### config.mk
export PLATFORM = sky130hd
export DESIGN_NAME = streaming_dwc_down
export DESIGN_NICKNAME = d
export VERILOG_FILES = /design/src/rtl/finn_stream_pkg.sv /design/src/rtl/streaming_dwc_down.sv
export SDC_FILE = /design/constraint.sdc
export NUM_CORES = 1
export LEC_CHECK = 0
export BUFFER_PORTS_ARGS = -buffer_cell sky130_fd_sc_hd__clkbuf_2
export CAP_MARGIN = 15
export CORE_MARGIN = 3
export CORE_UTILIZATION = 50
export CTS_CLUSTER_DIAMETER = 50
export DETAILED_ROUTE_END_ITERATION = 7
export GPL_ROUTABILITY_DRIVEN = 1
export MAX_ROUTING_LAYER = met4
export PLACE_DENSITY_LB_ADDON = 0.08
export REMOVE_ABC_BUFFERS = 1
export SYNTH_ARGS = -nofsm -noshare
export SYNTH_HDL_FRONTEND = slang
export SYNTH_SLANG_ARGS = --single-unit
### constraint.sdc
create_clock -name ap_clk -period 2.2 [get_ports ap_clk]
set_clock_uncertainty 0.1 [all_clocks]
set_input_delay 0 -clock ap_clk [delete_from_list [all_inputs] [get_ports ap_clk]]
set_output_delay 0 -clock ap_clk [all_outputs]
set_load 0.01 [all_outputs]
### src/rtl/finn_stream_pkg.sv
// Shared helpers for FINN-style stream blocks: width-ratio arithmetic and
// the common two-state buffer encoding.
package finn_stream_pkg;

    typedef enum logic {
        SB_EMPTY = 1'b0,
        SB_FULL  = 1'b1
    } stream_buf_state_e;

    function automatic int dwc_ratio(input int inWidth, input int outWidth);
        return inWidth / outWidth;
    endfunction

    // Clamp to 1 so a counter register always has at least one bit.
    function automatic int dwc_idx_width(input int ratio);
        return (ratio > 1) ? $clog2(ratio) : 1;
    endfunction

endpackage

### src/rtl/streaming_dwc_down.sv
// Down-converting stream width converter: each accepted IN_WIDTH word is
// emitted as RATIO OUT_WIDTH slices, least-significant slice first.
module streaming_dwc_down
    import finn_stream_pkg::*;
#(
    parameter int IN_WIDTH  = 16,
    parameter int OUT_WIDTH = 8
) (
    input  logic                 ap_clk,
    input  logic                 ap_rst,
    input  logic [IN_WIDTH-1:0]  in0_V_V_TDATA,
    input  logic                 in0_V_V_TVALID,
    output logic                 in0_V_V_TREADY,
    output logic [OUT_WIDTH-1:0] out_V_V_TDATA,
    output logic                 out_V_V_TVALID,
    input  logic                 out_V_V_TREADY,
    output logic                 busy
);

    localparam int RATIO = dwc_ratio(IN_WIDTH, OUT_WIDTH);
    localparam int IDX_W = dwc_idx_width(RATIO);
    localparam logic [IDX_W-1:0] LAST_IDX = IDX_W'(RATIO - 1);

    generate
        if ((IN_WIDTH % OUT_WIDTH) != 0 || RATIO < 2) begin : g_bad_ratio
            $error("streaming_dwc_down: IN_WIDTH must be a multiple (>=2x) of OUT_WIDTH");
        end
    endgenerate

    stream_buf_state_e     state_q, state_d;
    logic [IDX_W-1:0]      idx_q, idx_d;
    logic [IN_WIDTH-1:0]   data_q, data_d;
    logic                  inXfer;
    logic                  outXfer;
    logic                  lastSlice;

    assign lastSlice      = (idx_q == LAST_IDX);
    assign in0_V_V_TREADY = (state_q == SB_EMPTY) || (lastSlice && out_V_V_TREADY);
    assign out_V_V_TVALID = (state_q == SB_FULL);
    assign out_V_V_TDATA  = data_q[int'(idx_q) * OUT_WIDTH +: OUT_WIDTH];
    assign busy           = (idx_q != '0);
    assign inXfer         = in0_V_V_TVALID && in0_V_V_TREADY;
    assign outXfer        = out_V_V_TVALID && out_V_V_TREADY;

    // A new word overrides the last-slice drain so back-to-back words stay FULL.
    always_comb begin
        state_d = state_q;
        idx_d   = idx_q;
        data_d  = data_q;
        if (outXfer) begin
            idx_d = lastSlice ? '0 : idx_q + IDX_W'(1);
            if (lastSlice) begin
                state_d = SB_EMPTY;
            end
        end
        if (inXfer) begin
            data_d  = in0_V_V_TDATA;
            idx_d   = '0;
            state_d = SB_FULL;
        end
    end

    always_ff @(posedge ap_clk or posedge ap_rst) begin
        if (ap_rst) begin
            state_q <= SB_EMPTY;
            idx_q   <= '0;
            data_q  <= '0;
        end else begin
            state_q <= state_d;
            idx_q   <= idx_d;
            data_q  <= data_d;
        end
    end

endmodule
==> results.txt, run 1 <==
----------------------------------------------------
[STA]
  Setup TNS ... 0 ns
  Final cycle utilization of the critical path ... 0.8070
  Unrepaired setup endpoints after global routing ... no
  Worst slew slack as a fraction of its limit ... 0.5461
  Final max-slew violation count ... 0
  Measured slew at the worst slew-check pin ... 0.6800 ns
  Maximum clock frequency ... 563.3 MHz
  Final count of hold timing violations ... 0
  Setup violation total in the final timing report ... 0
  Time the final worst path needs with I/O delays and setup ... 1.775 ns

[Routing]
  Metal-1 WL ... 1004 µm
  Number of vias after detailed routing ... 844
  Detailed-routed wire length on met2 ... 1172 µm
  Aggregate routed wire length ... 2266 µm
  Metal3 WL ... 74 µm
  Top layer used by detailed routing ... met4
  Drt first pass iters ... 4
  Number of DRC violations after detailed-routing iteration 0 ... 5
  Vias/cell ... 4.965
  Antenna violation net count after detailed routing ... 0
  Drt drc ... 0
  Mean routed wirelength per cell ... 13.33 µm

[Pwr]
  Largest vdd supply drop ... 0.4218 mV
  P per Cell Area ... 804.7 mW/mm²
  P_leak ... 0.6549 nW

[Synthesis]
  Post-synth top flop ... sky130_fd_sc_hd__dfrtp_1
  Total of flip-flops plus latches after synthesis ... 18
  Cell Area, Synth ... 996.0 µm²
  Warning count from the yosys run ... 0
  Ranking of synthesized cells by instance count ... sky130_fd_sc_hd__nand2_1, sky130_fd_sc_hd__dfrtp_1, sky130_fd_sc_hd__inv_1, sky130_fd_sc_hd__o32ai_2, sky130_fd_sc_hd__o21ai_0
  Number of distinct library cells after synthesis ... 18
  Leading area contributor after synthesis ... sky130_fd_sc_hd__dfrtp_1
  Synth Area per Inst ... 9.960 µm²
  Share of the synthesized area in the top cell type ... 0.4523
  Post-synth EDFFs ... 0
  Cells taking the most area after synthesis ... sky130_fd_sc_hd__dfrtp_1, sky130_fd_sc_hd__o32ai_2, sky130_fd_sc_hd__nand2_1, sky130_fd_sc_hd__inv_1, sky130_fd_sc_hd__o32ai_1
  Fraction of registers with async set or reset after synthesis ... 1.000
  Most numerous cell in the Yosys netlist ... sky130_fd_sc_hd__nand2_1
  Register area share after synthesis ... 0.4523
  Gate count after technology mapping ... 100

[Setup path]
  CP max FO ... 10
  CP Class ... flop to output pin
  Required arrival time at the worst endpoint ... 2.10 ns
  Worst setup slack for register-to-register paths ... 0.67 ns
  Arrival time of the worst setup path ... 1.68 ns
  Kind of launch point of the worst setup path ... flop
  Type of element capturing the critical path ... output pin

[Global routing]
  Maximum number of pins on one net before global-route repair ... 21
  Vias in the first global route ... 808
  Number of antenna violations at the first check in global routing ... 0
  First-pass GRT wire length ... 3870 µm
  Remaining global-route overflow ... 0
  GR Util All Layers ... 0.2065

[Die]
  Die height ... 50.63 µm
  FP Rows ... 15
  Die Outline Area ... 0.002563 mm²
  Number of placed I/O pins ... 31
  Core outline area ... 0.001802 mm²
  Effective utilization at floorplan ... 0.5528
  Floorplan die width ... 50.63 µm

[Clock tree]
  Clock buffers created by TritonCTS ... 3
  Clock transition at the register clock pins on the worst setup and hold paths after CTS ... 0.10 ns
  CTS max path bufs ... 2
  CTS sink count ... 18
  Clock root cell ... sky130_fd_sc_hd__clkbuf_4
  CTS tree ... yes
  Clk_lat worst skew ... 0.28 ns
  H-tree levels ... 1

[Place]
  Detailed placer's ending HPWL ... 1374 µm
  Total of buffers placed on input and output ports ... 30
  Final RePlAce weighted congestion ... 0.7350

[Final layout]
  Nets ... 167
  Final antenna diode count ... 0
  Post-route core utilization ... 0.7382
  Share of post-route cells with drive strength above 1 ... 0.3448
  Signed area change from the synthesized netlist to the final layout ... 33.54%

[Run]
  Max_cap viols ... 0

[Outcome]
  Status ... finished, final reports clean

[Min path]
  Classification of the worst-slack hold path ... input pin to flop

----------------------------------------------------
report_power, final:
group / total [mW] / switching, mW / leakage, nW / internal, mW
clock: 0.160 / 0.0960 / 0.0138 / 0.0636
combinational: 0.448 / 0.227 / 0.420 / 0.220
sequential: 0.463 / 0.0375 / 0.221 / 0.425
total: 1.07 / 0.361 / 0.655 / 0.709
worst paths after layout:
check / startpoint / to / cells after the start
worst max register to register: out_V_V_TVALID$_DFFE_PP0P_ / data_q[15]$_DFFE_PP0P_ / 3
worst max-delay path: out_V_V_TVALID$_DFFE_PP0P_ / in0_V_V_TREADY / 4
min in group asynchronous: ap_rst / data_q[0]$_DFFE_PP0P_ / 3
worst min-delay path: in0_V_V_TVALID / data_q[2]$_DFFE_PP0P_ / 3
worst min register to register: data_q[3]$_DFFE_PP0P_ / data_q[3]$_DFFE_PP0P_ / 2
max in group asynchronous: ap_rst / data_q[5]$_DFFE_PP0P_ / 3
cell families after synthesis:
| logic type | count (synthesis) | synth area share |
|---|---|---|
| and+or+nand+nor | 28 | 0.1181 |
| buffers and inverters | 27 | 0.1407 |
| AOI/OAI and AO/OA | 25 | 0.2676 |
| DFF | 18 | 0.4523 |
| muxes | 2 | 0.02136 |
per-layer routing:
metal / GRT usage / up-vias
li1: - / 428
met1: 0.2679 / 393
met2: 0.3348 / 21
met3: 0.02671 / 2
met4: 0.06726 / 0
met5: - / -
per-stage QoR:
step | total power [mW] | worst slack, ns | cell area, µm² | hold slack [ns] | std cells
2_1_floorplan | 0.7519 | 0.5015 | 923.4 | -0.1614 | 91
3_3_place_gp | 0.8774 | 0.7445 | 1127 | 0.02288 | 149
3_5_place_dp | 0.8968 | 0.6698 | 1127 | 0.01108 | 149
4_1_cts | 1.078 | 0.4055 | 1330 | 0.1122 | 170
5_1_grt | 1.148 | 0.3160 | 1330 | 0.1459 | 170
6_report | 1.070 | 0.4247 | 1330 | 0.1213 | 170
worst max-delay path: stages (launching register included):
cell                       delay, ns
sky130_fd_sc_hd__dfrtp_1        0.42
sky130_fd_sc_hd__a21boi_2       0.50
sky130_fd_sc_hd__buf_4          0.29
sky130_fd_sc_hd__inv_1          0.05
sky130_fd_sc_hd__clkbuf_2       0.12
state kept, by name, indices dropped and copies added (netlist names):
signal / flops
out_V_V_TVALID: 1
data_q: 16
busy: 1
placed cells by master, fill, tap and decap left out:
master | Yosys | layout
sky130_fd_sc_hd__clkbuf_2 | 1 | 30
sky130_fd_sc_hd__nand2_1 | 25 | 25
sky130_fd_sc_hd__inv_1 | 18 | 18
sky130_fd_sc_hd__dfrtp_1 | 18 | 18
sky130_fd_sc_hd__dlygate4sd3_1 | 0 | 18
sky130_fd_sc_hd__o32ai_2 | 10 | 10
sky130_fd_sc_hd__o21ai_0 | 8 | 8
sky130_fd_sc_hd__o32ai_1 | 6 | 6
sky130_fd_sc_hd__clkbuf_4 | 0 | 3
sky130_fd_sc_hd__buf_4 | 1 | 3
sky130_fd_sc_hd__and3_4 | 1 | 1
sky130_fd_sc_hd__nor2b_1 | 1 | 1
sky130_fd_sc_hd__a21boi_2 | 1 | 1
sky130_fd_sc_hd__mux2_2 | 1 | 1
sky130_fd_sc_hd__mux2i_1 | 1 | 1
sky130_fd_sc_hd__or2_2 | 1 | 1
cell type report:
type / count / area (µm²)
Fill cell: 149 / 471.7
Sequential cell: 18 / 450.4
Multi-Input combinational cell: 55 / 405.4
Timing Repair Buffer: 51 / 352.8
Inverter: 18 / 67.56
Tap cell: 25 / 31.28
Clock buffer: 3 / 22.52
timing repair:
item | 4_1_cts | 5_1_grt
endpoints found under the hold margin | 35 | 0
buffers inserted | 0 | 0
resized for setup | 0 | 0
hold buffers | 18 | 0
Note: power is estimated with default switching activity, not from simulation.
==> run 2, diff against run 1 <==
--- a/config.mk
+++ b/config.mk
@@ -5,10 +5,11 @@
 export SDC_FILE = /design/constraint.sdc
 export NUM_CORES = 1
 export LEC_CHECK = 0
+export ABC_AREA = 1
 export BUFFER_PORTS_ARGS = -buffer_cell sky130_fd_sc_hd__clkbuf_2
 export CAP_MARGIN = 15
 export CORE_MARGIN = 3
-export CORE_UTILIZATION = 50
+export CORE_UTILIZATION = 47
 export CTS_CLUSTER_DIAMETER = 50
 export DETAILED_ROUTE_END_ITERATION = 7
 export GPL_ROUTABILITY_DRIVEN = 1
==> constraint.sdc (replaced) <==
create_clock -name ap_clk -period 1.75 [get_ports ap_clk]
set_clock_uncertainty 0.1 [all_clocks]
set_input_delay 0 -clock ap_clk [delete_from_list [all_inputs] [get_ports ap_clk]]
set_output_delay 0 -clock ap_clk [all_outputs]
set_load 0.01 [all_outputs]
==> run 2 against run 1 <==
Against the previous run: final area down 9.1%; sequential power rose by 59%; via count is 0.47% higher.
==> results.txt, run 2 <==
----------------------------------------------------
[Synthesis]
  Post-synth EDFFs ... 0
  Share of the synthesized area in the top cell type ... 0.5357
  Leading area contributor after synthesis ... sky130_fd_sc_hd__dfrtp_1
  Warning count from the yosys run ... 0
  Number of distinct library cells after synthesis ... 11
  Ranking of synthesized cells by instance count ... sky130_fd_sc_hd__nand2_1, sky130_fd_sc_hd__dfrtp_1, sky130_fd_sc_hd__nand3_1
  Gate count after technology mapping ... 107
  Synth Area per Inst ... 7.858 µm²
  Register area share after synthesis ... 0.5357
  Most numerous cell in the Yosys netlist ... sky130_fd_sc_hd__nand2_1
  Total of flip-flops plus latches after synthesis ... 18
  Fraction of registers with async set or reset after synthesis ... 1.000
  Cell Area, Synth ... 840.8 µm²
  Post-synth top flop ... sky130_fd_sc_hd__dfrtp_1
  Cells taking the most area after synthesis ... sky130_fd_sc_hd__dfrtp_1, sky130_fd_sc_hd__nand2_1, sky130_fd_sc_hd__nand3_1, sky130_fd_sc_hd__nand2_4, sky130_fd_sc_hd__buf_4

[STA]
  Setup TNS ... 0 ns
  Maximum clock frequency ... 703.1 MHz
  Measured slew at the worst slew-check pin ... 0.6609 ns
  Worst slew slack as a fraction of its limit ... 0.5589
  Worst hold slack ... 0.09050 ns
  Setup violation total in the final timing report ... 0
  Unrepaired setup endpoints after global routing ... no
  Final max-slew violation count ... 0
  Final cycle utilization of the critical path ... 0.8128
  Final count of hold timing violations ... 0
  Setup ws final ... 0.3276 ns
  Time the final worst path needs with I/O delays and setup ... 1.422 ns

[Routing]
  Vias/cell ... 4.737
  Number of vias after detailed routing ... 848
  Mean routed wirelength per cell ... 11.45 µm
  Aggregate routed wire length ... 2049 µm
  Number of DRC violations after detailed-routing iteration 0 ... 19
  Drt first pass iters ... 4
  Antenna violation net count after detailed routing ... 0
  Drt drc ... 0

[Final layout]
  Largest reg by FF count ... data_q
  Final antenna diode count ... 0
  Signed area change from the synthesized netlist to the final layout ... 43.75%
  Share of post-route cells with drive strength above 1 ... 0.2516
  Flip-flop count of the largest register, all copies and words added ... 16
  Final design instance area without fill ... 0.001209 mm²
  Most used cells in the layout excluding fill and tap cells ... sky130_fd_sc_hd__nand2_1, sky130_fd_sc_hd__clkbuf_2, sky130_fd_sc_hd__dfrtp_1, sky130_fd_sc_hd__dlygate4sd3_1, sky130_fd_sc_hd__nand3_1
  Leading cell type in the layout, fill and taps excluded ... sky130_fd_sc_hd__nand2_1
  Nets ... 176
  Post-route core utilization ... 0.7582
  Count of placed standard cells in the final layout, fillers left out ... 179

[Setup path]
  CP max FO ... 11
  CP max stage delay ... 0.41 ns
  Cell-by-cell listing of the critical path ... buf_4, inv_2, nand2_1, nand2_1, clkbuf_2
  Required arrival time at the worst endpoint ... 1.65 ns
  Arrival time of the worst setup path ... 1.32 ns
  Kind of launch point of the worst setup path ... flop
  Slowest-stage cell, CP ... sky130_fd_sc_hd__dfrtp_1
  CP dominant cell by count ... sky130_fd_sc_hd__nand2_1
  Type of element capturing the critical path ... output pin
  Number of cells on the worst reg-to-reg path ... 4
  CP Class ... flop to output pin

[Place]
  Total of buffers placed on input and output ports ... 30
  Final RePlAce weighted congestion ... 0.7183
  Placed Cells incl. Taps ... 157
  Detailed placer's ending HPWL ... 1214 µm
  Pre-CTS setup slack ... 0.5391 ns
  Cell area after placement ... 992.2 µm²

[Clock tree]
  CTS sink count ... 18
  Hold-fix buffer count after cts ... 18
  Clock buffers created by TritonCTS ... 3
  Clock root cell ... sky130_fd_sc_hd__clkbuf_4
  Count of buffers added by post-CTS timing repair for setup ... 0
  Clk_lat worst skew ... 0.30 ns
  CTS tree ... yes
  Resized Gates After CTS ... 0
  CTS max path bufs ... 2
  H-tree levels ... 1
  Clock transition at the register clock pins on the worst setup and hold paths after CTS ... 0.11 ns

[Global routing]
  Remaining global-route overflow ... 0
  Vias in the first global route ... 719
  GR Util All Layers ... 0.2061
  Met3 global-route usage ... 0.04428
  Met2 Track Usage GR ... 0.3151
  Global routing usage on met1 ... 0.2581
  Maximum number of pins on one net before global-route repair ... 20
  Number of antenna violations at the first check in global routing ... 0
  Most used routing layer in global routing ... met2
  First-pass GRT wire length ... 3167 µm

[Die]
  Effective utilization at floorplan ... 0.5275
  Core outline area ... 0.001594 mm²
  FP Rows ... 14
  Die height ... 48.30 µm
  Number of placed I/O pins ... 31
  Floorplan die width ... 48.30 µm
  Die Outline Area ... 0.002332 mm²

[Min path]
  Classification of the worst-slack hold path ... input pin to flop
  Cell depth of the worst hold path ... 3

[Pwr]
  P per Cell Area ... 1537 mW/mm²
  P_leak ... 0.6997 nW
  Overall power consumption ... 1.858 mW
  Largest vdd supply drop ... 0.9386 mV

[Outcome]
  Status ... finished, final reports clean

[Run]
  Max_cap viols ... 0

----------------------------------------------------
-- run 2: worst max-delay path: cells and delay by family, from the launching register on --
| family | cells | cell delay, ns |
|---|---|---|
| buffers and inverters | 3 | 0.47 |
| flip-flops | 1 | 0.41 |
| AND/OR/NAND/NOR | 2 | 0.14 |
-- run 2: area by class of cell --
cell class              instances  area, µm²
flip-flops and latches         18      450.4
fillers                       131      385.4
inverters                       3      11.26
repair buffers                 49      337.8
multi-input cells              81      342.8
well taps                      24      30.03
clock buffers                   4      36.28
-- run 2: final timing paths --
kind	start	slack [ns]	endpoint
max in group asynchronous	ap_rst	0.92	data_q[12]$_DFFE_PP0P_
min in group asynchronous	ap_rst	0.21	data_q[7]$_DFFE_PP0P_
max	busy$_DFFE_PP0P_	0.33	out_V_V_TDATA[0]
min reg2reg	data_q[7]$_DFFE_PP0P_	0.38	data_q[7]$_DFFE_PP0P_
min	in0_V_V_TVALID	0.09	data_q[10]$_DFFE_PP0P_
max reg2reg	out_V_V_TVALID$_DFFE_PP0P_	0.53	data_q[8]$_DFFE_PP0P_
-- run 2: cells by family after synthesis --
kind of cell / count (synthesis) / synth area share
simple gates: 81 / 0.4077
flops: 18 / 0.5357
buf+inv: 8 / 0.05654
-- run 2: per-layer routing --
layer / up-vias / routed length, µm
li1: 429 / -
met1: 382 / 849
met2: 33 / 1049
met3: 4 / 123
met4: 0 / 26
met5: - / 0
-- run 2: where the power goes --
part | internal, mW | leakage (nW) | switching (mW)
sequential | 0.614 | 0.221 | 0.120
combinational | 0.332 | 0.458 | 0.529
clock | 0.127 | 0.0210 | 0.137
==> run 3, diff against run 2 <==
==> constraint.sdc (replaced) <==
create_clock -name ap_clk -period 1.4 [get_ports ap_clk]
set_clock_uncertainty 0.1 [all_clocks]
set_input_delay 0 -clock ap_clk [delete_from_list [all_inputs] [get_ports ap_clk]]
set_output_delay 0 -clock ap_clk [all_outputs]
set_load 0.01 [all_outputs]
==> run 3 against run 2 <==
Against the previous run: setup slack got worse by 0.24 ns; sequential cell count unchanged; critical path depth unchanged; largest power group unchanged; highest routed layer unchanged.
==> results.txt, run 3 (same netlist as run 2, synthesis figures left out) <==
----------------------------------------------------
[Outcome]
  Status ... finished, final reports clean

[Final layout]
  Most used cells in the layout excluding fill and tap cells ... sky130_fd_sc_hd__nand2_1, sky130_fd_sc_hd__clkbuf_2, sky130_fd_sc_hd__dfrtp_1, sky130_fd_sc_hd__dlygate4sd3_1, sky130_fd_sc_hd__nand3_1
  Flip-flop count of the largest register, all copies and words added ... 16
  Count of placed standard cells in the final layout, fillers left out ... 178
  Final antenna diode count ... 0
  Leading cell type in the layout, fill and taps excluded ... sky130_fd_sc_hd__nand2_1
  Share of post-route cells with drive strength above 1 ... 0.2468
  Final design instance area without fill ... 0.001200 mm²
  Nets ... 176
  Signed area change from the synthesized netlist to the final layout ... 42.71%
  Largest reg by FF count ... data_q

[Die]
  Effective utilization at floorplan ... 0.5275
  Die height ... 48.30 µm
  Number of placed I/O pins ... 31
  FP Rows ... 14
  Die Outline Area ... 0.002332 mm²
  Floorplan die width ... 48.30 µm
  Core outline area ... 0.001594 mm²

[STA]
  Final count of hold timing violations ... 0
  Measured slew at the worst slew-check pin ... 0.6729 ns
  Final max-slew violation count ... 0
  Final cycle utilization of the critical path ... 0.9376
  Worst slew slack as a fraction of its limit ... 0.5509
  Setup TNS ... 0 ns
  Maximum clock frequency ... 761.8 MHz
  Unrepaired setup endpoints after global routing ... no
  Time the final worst path needs with I/O delays and setup ... 1.313 ns
  Setup ws final ... 0.08733 ns
  Setup violation total in the final timing report ... 0

[Routing]
  Number of vias after detailed routing ... 848
  Drt drc ... 0
  Antenna violation net count after detailed routing ... 0
  Number of DRC violations after detailed-routing iteration 0 ... 30
  Mean routed wirelength per cell ... 11.06 µm
  Drt first pass iters ... 4
  Aggregate routed wire length ... 1968 µm
  Vias/cell ... 4.764

[Place]
  Placed Cells incl. Taps ... 157
  Cell area after placement ... 992.2 µm²
  Total of buffers placed on input and output ports ... 30
  Final RePlAce weighted congestion ... 0.6988
  Detailed placer's ending HPWL ... 1235 µm
  Pre-CTS setup slack ... 0.1975 ns

[Pwr]
  Net switching fraction of the power ... 0.4252
  Switch Pwr ... 954.1 µW
  Largest vdd supply drop ... 1.070 mV
  P per Cell Area ... 1870 mW/mm²
  Share of power burned in the clock network ... 0.109
  Internal Power ... 1.290 mW
  P_leak ... 0.6933 nW
  Logic gate share of total power ... 0.483
  Proportion of power drawn by flip-flops and latches ... 0.408

[Min path]
  Cell depth of the worst hold path ... 3
  Classification of the worst-slack hold path ... input pin to flop

[Clock tree]
  Clk_lat worst skew ... 0.28 ns
  Clock root cell ... sky130_fd_sc_hd__clkbuf_4
  H-tree levels ... 1
  CTS sink count ... 18
  CTS max path bufs ... 2
  Count of buffers added by post-CTS timing repair for setup ... 0
  CTS tree ... yes
  Clock transition at the register clock pins on the worst setup and hold paths after CTS ... 0.10 ns
  Clock buffers created by TritonCTS ... 3

[Setup path]
  CP max FO ... 11
  Type of element capturing the critical path ... output pin
  Path length in cells of the critical path ... 5
  Arrival time of the worst setup path ... 1.21 ns
  CP max stage delay ... 0.39 ns
  CP dominant cell by count ... sky130_fd_sc_hd__nand2_1
  Number of cells on the worst reg-to-reg path ... 4
  Kind of launch point of the worst setup path ... flop
  Family with the most delay on the worst path ... buffers and inverters
  WP buf/inv ... 3
  Required arrival time at the worst endpoint ... 1.30 ns
  Cell-by-cell listing of the critical path ... buf_4, inv_6, nand2_1, nand2_1, clkbuf_2
  Slowest-stage cell, CP ... sky130_fd_sc_hd__dfrtp_1
  CP Class ... flop to output pin

[Global routing]
  Remaining global-route overflow ... 0
  Maximum number of pins on one net before global-route repair ... 20
  First-pass GRT wire length ... 3215 µm
  Number of antenna violations at the first check in global routing ... 0
  Vias in the first global route ... 787
  GR Util All Layers ... 0.2022

[Run]
  Max_cap viols ... 0

----------------------------------------------------
run 3: changes by cell type in the layout (fill, tap and decap cells not counted), sizes merged:
cell    previous run  this run
clkbuf            34        33
run 3: power groups by stage:
| stage | clock (mW) | sequential, mW | combinational, mW |
|---|---|---|---|
| floorplan | 0 | 0.932 | 0.624 |
| detailed placement | 0 | 0.927 | 1.04 |
| global placement | 0 | 0.914 | 1.02 |
| CTS | 0.256 | 0.917 | 1.08 |
| finish | 0.245 | 0.915 | 1.08 |
| global route | 0.281 | 0.951 | 1.24 |
run 3: timing repair:
| action | CTS | global route |
|---|---|---|
| hold buffers | 18 | 0 |
| endpoints found under the setup margin | 0 | 8 |
| resized for setup | 0 | 2 |
| endpoints found under the hold margin | 35 | 0 |
run 3: path summary, 6_finish.rpt:
check	startpoint	end	slack [ns]
setup / recovery	busy$_DFFE_PP0P_	out_V_V_TDATA[7]	0.09
hold / removal	in0_V_V_TVALID	data_q[6]$_DFFE_PP0P_	0.11
setup reg to reg	out_V_V_TVALID$_DFFE_PP0P_	data_q[8]$_DFFE_PP0P_	0.19
hold reg to reg	data_q[13]$_DFFE_PP0P_	data_q[13]$_DFFE_PP0P_	0.38
max in group asynchronous	ap_rst	data_q[7]$_DFFE_PP0P_	0.53
min in group asynchronous	ap_rst	busy$_DFFE_PP0P_	0.24
run 3: metrics by stage:
step                      utilization  hold WS, ns  power, mW
after detailed placement       0.6224      0.01748      1.970
after CTS                      0.7496      0.08817      2.257
after global routing           0.7527       0.1140      2.475
after floorplan                     -      -0.1614      1.556
final                          0.7527       0.1083      2.244
after global placement         0.6224      0.01891      1.932
run 3: area by class of cell:
type / count / area (µm²)
fillers: 138 / 394.1
multi-input cells: 81 / 342.8
repair buffers: 49 / 337.8
flip-flops and latches: 18 / 450.4
inverters: 3 / 16.27
well taps: 24 / 30.03
clock buffers: 3 / 22.52
run 3: worst register-to-register path: stages, from the launching register on:
cell                      delay (ns)
sky130_fd_sc_hd__dfrtp_1        0.45
sky130_fd_sc_hd__nand2_4        0.22
sky130_fd_sc_hd__nand2_4        0.18
sky130_fd_sc_hd__nand2_1        0.10
sky130_fd_sc_hd__nand2_1        0.06
run 3: layer usage:
metal | part of all wire | global-route usage | vias to the layer above | wire length [µm]
li1 | - | - | 430 | -
met1 | 0.40 | 0.2253 | 384 | 791
met2 | 0.53 | 0.3698 | 30 | 1036
met3 | 0.065 | 0.02214 | 4 | 127
met4 | 0.0066 | 0.06452 | 0 | 13
met5 | 0 | - | - | 0
